`config.mk`:
```
export PLATFORM = sky130hd
export DESIGN_NAME = imem_port_arbiter
export DESIGN_NICKNAME = d
export VERILOG_FILES = /design/src/rtl/imem_port_arbiter.sv
export SDC_FILE = /design/constraint.sdc
export NUM_CORES = 1
export LEC_CHECK = 0
export CORE_AREA = 2 2 74 76
export DETAILED_ROUTE_END_ITERATION = 7
export DIE_AREA = 0 0 76 78
export GPL_TIMING_DRIVEN = 0
export HOLD_SLACK_MARGIN = 0.03
export PLACE_DENSITY = 0.86
export SYNTH_ARGS = -nofsm -noshare
export SYNTH_HDL_FRONTEND = slang
export SYNTH_SLANG_ARGS = --single-unit
```
`constraint.sdc`:
```
create_clock -name clk -period 2.2 [get_ports clk]
set_input_delay 0.22 -clock clk [delete_from_list [all_inputs] [get_ports clk]]
set_output_delay 0.22 -clock clk [all_outputs]
set_load 0.005 [all_outputs]
```
`src/rtl/imem_port_arbiter.sv`:
```
// Shares the single-port instruction memory between fetch and loader.
// Loader has priority; fetch waits at most MAX_LD_BURST loader grants.
module imem_port_arbiter #(
  parameter int ADDR_W       = 7,
  parameter int DATA_W       = 32,
  parameter int MAX_LD_BURST = 4
) (
  input  logic              clk,
  input  logic              rst_n,
  input  logic              if_req,
  input  logic [ADDR_W-1:0] if_addr,
  output logic              if_gnt,
  output logic              if_rvalid,
  output logic [DATA_W-1:0] if_rdata,
  input  logic              ld_req,
  input  logic              ld_we,
  input  logic [ADDR_W-1:0] ld_addr,
  input  logic [DATA_W-1:0] ld_wdata,
  output logic              ld_gnt,
  output logic              ld_ack,
  output logic [DATA_W-1:0] ld_rdata,
  output logic [ADDR_W-1:0] mem_addr,
  output logic [DATA_W-1:0] mem_datain,
  output logic              mem_sigwr,
  output logic              mem_sigon,
  input  logic [DATA_W-1:0] mem_dataout
);

  typedef enum logic [1:0] {
    OWN_NONE = 2'd0,
    OWN_IF   = 2'd1,
    OWN_LD   = 2'd2
  } own_t;

  localparam logic [3:0] MAX_CNT = 4'(MAX_LD_BURST);

  own_t       rsp_own;
  own_t       own_nxt;
  logic [3:0] starve_cnt;
  logic [3:0] starve_nxt;
  logic       fetch_win;
  logic       load_win;

  always_comb begin
    fetch_win = 1'b0;
    load_win  = 1'b0;
    if (rst_n) begin
      if (if_req && ld_req) begin
        fetch_win = (starve_cnt == MAX_CNT);
        load_win  = (starve_cnt != MAX_CNT);
      end else begin
        fetch_win = if_req;
        load_win  = ld_req;
      end
    end
  end

  assign if_gnt = fetch_win;
  assign ld_gnt = load_win;

  always_comb begin
    mem_sigon  = 1'b0;
    mem_sigwr  = 1'b0;
    mem_addr   = '0;
    mem_datain = '0;
    own_nxt    = OWN_NONE;
    unique case (1'b1)
      fetch_win: begin
        mem_sigon = 1'b1;
        mem_addr  = if_addr;
        own_nxt   = OWN_IF;
      end
      load_win: begin
        mem_sigon  = 1'b1;
        mem_sigwr  = ld_we;
        mem_addr   = ld_addr;
        mem_datain = ld_we ? ld_wdata : '0;
        own_nxt    = OWN_LD;
      end
      default: ;
    endcase
  end

  // A waiting fetch counts loader wins; any fetch win or idle fetch clears it.
  always_comb begin
    starve_nxt = starve_cnt;
    if (!if_req || fetch_win)
      starve_nxt = '0;
    else if (load_win && starve_cnt != MAX_CNT)
      starve_nxt = starve_cnt + 4'd1;
  end

  always_ff @(posedge clk) begin
    if (!rst_n) begin
      rsp_own    <= OWN_NONE;
      starve_cnt <= '0;
    end else begin
      rsp_own    <= own_nxt;
      starve_cnt <= starve_nxt;
    end
  end

  assign if_rvalid = (rsp_own == OWN_IF);
  assign ld_ack    = (rsp_own == OWN_LD);
  assign if_rdata  = if_rvalid ? mem_dataout : '0;
  assign ld_rdata  = ld_ack ? mem_dataout : '0;

endmodule

```
==> results <==
-- routing by layer --
metal	vias to the layer above	GRT usage [%]	routed length [um]
met5	-	0	0
met4	0	6.18	159
met3	16	8.37	665
met2	88	33.8	2970
met1	737	21.0	2330
li1	867	-	-
-- synthesized netlist by cell type --
| library cell | count |
|---|---|
| nand2_1 | 1 |
| nand3_1 | 1 |
| inv_1 | 4 |
| nand4_1 | 1 |
| and2_1 | 96 |
| nor2_1 | 4 |
| a21oi_2 | 1 |
| dfxtp_1 | 6 |
| a21oi_1 | 1 |
| nand3b_1 | 1 |
| nor2b_1 | 2 |
| buf_6 | 3 |
| nand2_2 | 1 |
| a31oi_1 | 1 |
| a22o_1 | 7 |
| a31oi_2 | 1 |
| nor2b_2 | 1 |
| xnor2_1 | 1 |
| ha_1 | 2 |
| mux2i_1 | 1 |
| o21a_1 | 1 |
| a311oi_4 | 1 |
| clkbuf_1 | 7 |
| nor3b_1 | 1 |
-- where the power goes --
part           switching (W)  total (W)  internal [W]  leakage [nW]
sequential        0.00000182   0.000114      0.000112        0.0498
combinational       0.000111   0.000384      0.000272          1.38
clock              0.0000495   0.000167      0.000118        0.0216
-- metrics by stage --
stage	util, %	hold slack (ns)	power [W]	setup WS (ns)	setup TNS (ns)
global placement	60.1	0.444	0.000491	-0.256	-6.16
global route	62.9	0.451	0.000695	-0.0294	-0.0458
finish	62.9	0.399	0.000665	0.0351	0
floorplan	-	0.311	0.000205	0.647	0
CTS	61.9	0.384	0.000666	0.00451	0
detailed placement	60.1	0.462	0.000497	-0.263	-6.59
-- layout make-up --
class / instances / area share, %
buffer: 10 / 1.93
inverter: 4 / 0.474
tap: 70 / 2.76
clock buffer: 3 / 1.30
multi-input combinational: 126 / 27.6
sequential: 6 / 3.87
timing repair buffer: 201 / 62.1
-- sequential cells by signal, summed over array words and instances, names as in the netlist --
| signal | count |
|---|---|
| starve_cnt | 4 |
| rsp_own | 2 |
-- worst paths after layout --
kind,startpoint,to,slack [ns],depth (start not counted)
max,starve_cnt[1],mem_addr[3],0.04,5
min,if_req,rsp_own[1],0.40,2
max reg2reg,starve_cnt[1],starve_cnt[2],0.98,6
min reg2reg,starve_cnt[0],starve_cnt[0],0.53,2
-- critical path: stages, from the launching register on --
cell	delay [ns]
dfxtp_2	0.34
inv_2	0.05
ha_4	0.18
a31oi_2	0.40
a22o_1	0.22
clkdlybuf4s50_1	0.52
-- cells by family (layout without fill, tap and decap cells) --
kind of cell | after synthesis | after routing
fa+ha+maj | 2 | 2
xor+xnor | 1 | 1
compound gates | 13 | 13
mux | 1 | 1
flops | 6 | 6
simple gates | 109 | 109
buf+inv | 14 | 218
-- cell usage in the layout (no fill, tap or decap), types with 3 or more instances in the layout --
cell             count
a22o_1               7
clkdlybuf4s50_1    154
dlygate4sd2_1       28
clkbuf_1             6
and2_1              96
buf_6                4
clkbuf_8             3
buf_4               10
nor2_1               4
dfxtp_1              4
dlymetal6s2s_1       6
-- repair_timing --
| action | in CTS | in global routing |
|---|---|---|
| endpoints found under the setup margin | 41 | 70 |
| cloned | 1 | 0 |
| setup buffers | 7 | 3 |
| pin swaps | 2 | 4 |
| gates resized for setup | 37 | 15 |
==> impl_metrics.csv <==
group,metric,value,unit
timing,timing.final.max_slew_violations,0,
synth,synth_compound_gate_area_share,12.3,%
worst_hold_path,worst_hold_path_type,"input pin to flop",
pwr,worst_ir_drop_vdd,0.235,mV
synth,ys.warnings.count,0,
synth,dominant_combinational_cell_family_by_area_after_synthesis,"simple AND/OR/NAND/NOR gates",
routing,routedWlPerCell,14.6,um
placed_design,gp_routability_congestion,0.825,
layout,final.fill_count,458,
timing,timing_worst_slew_pin_value,0.441,ns
pwr,power_density_over_the_cells,210,nW/um^2
timing,fmax,462,MHz
layout,layout.nets,437,
global_routing,grt_usage,19.3,%
floorplanning,ios,192,
synth,synthAdderAreaFrac,2.41,%
routing,drt-initial-drc-count,39,
synth,synthSimpleGateAreaFrac,64.7,%
synth,yosys.area_share.xor_xnor,0.842,%
synth,ys_top_cells_by_area,"and2_1 58%, dfxtp_1 12%, a22o_1 5.9%",
timing,timing.slew.headroom,70.5,%
global_routing,grt_first_pass_wirelength,9.04,mm
clock_tree,cts_hold_buffers,0,
placed_design,place_area,3030,sq um
clock_tree,cts.root.buffer_cell,"clkbuf_8",
synth,synthMuxAreaShare,0.963,%
layout,area.growth.synth_to_final,205,%
global_routing,antenna_violations_before_repair,0,
timing,fin_crit,2.16,ns
routing,dr.pass1.iters,3,
synth,post-synth-top-area-cell,"and2_1",
setup_path,worst-setup-path-type,"flop to output pin",
floorplanning,die_w,76,um
timing,setup_viol,0,
setup_path,timing.critical_path.required,1.98,ns
global_routing,grt.overflow.total,0,
global_routing,first_global_vias,1691,
clock_tree,cts_inserted_buffers,3,
placed_design,dp_hpwl,5.25,mm
placed_design,numPortBuffers,190,
setup_path,worst_setup_path_start_kind,"flop",
floorplanning,initial_utilization,20.6,%
timing,skew,0.000874,ns
synth,synth_cell_types,24,
synth,netlist_instances,146,
floorplanning,die-area,5930,sq um
job,max_cap_viol_count,0,
clock_tree,clock_latency,0.22,ns
synth,ys_seq_area_share,11.6,%
timing,grt_setup_unrepaired,"yes",
layout,post-route-cell-area,3170,sq um
synth,post_synth_instance_area,1040,sq um
clock_tree,htree_levels,1,
layout,seqCellArea,123,sq um
global_routing,grt_start_max_net_pins,11,
synth,area_fraction_of_the_dominant_cell_type_after_synthesis,57.8,%
timing,finalCritPeriodShare,98.4,%
clock_tree,clock_tree.buffer_depth,2,
synth,synth_fp_nets,231,
layout,combined_area_of_the_multi_input_logic_cells,875,sq um
outcome,status,"finished, final reports clean",
synth,ys_seq_elements,6,
timing,hold_violation_total_from_the_final_report,0,
setup_path,end_kind,"output pin",
synth,syn-mean-instance-area,7.12,sq um
layout,antenna-diode-count,0,
setup_path,cp.arrival,1.94,ns
clock_tree,tritoncts,"built",
routing,vias,1708,
routing,totalWireLength,6.12,mm
pwr,p_leak,1.46,nW
floorplanning,floorplan.core_area,5040,sq um
placed_design,post-place-cells,406,
layout,layout.cells.non_filler,420,
floorplanning,die_height,78,um
setup_path,worst-path-max-fanout,8,
layout,drive_above_1_share,8.57,%
routing,drc_violations,0,
routing,ant_nets,0,
clock_tree,clk_pin_slew_worst_paths,0.04,ns
clock_tree,numClockSinks,6,
floorplanning,num_rows,26,
routing,detail_route.vias_per_cell,4.07,
(Power assumes the default switching activity.)
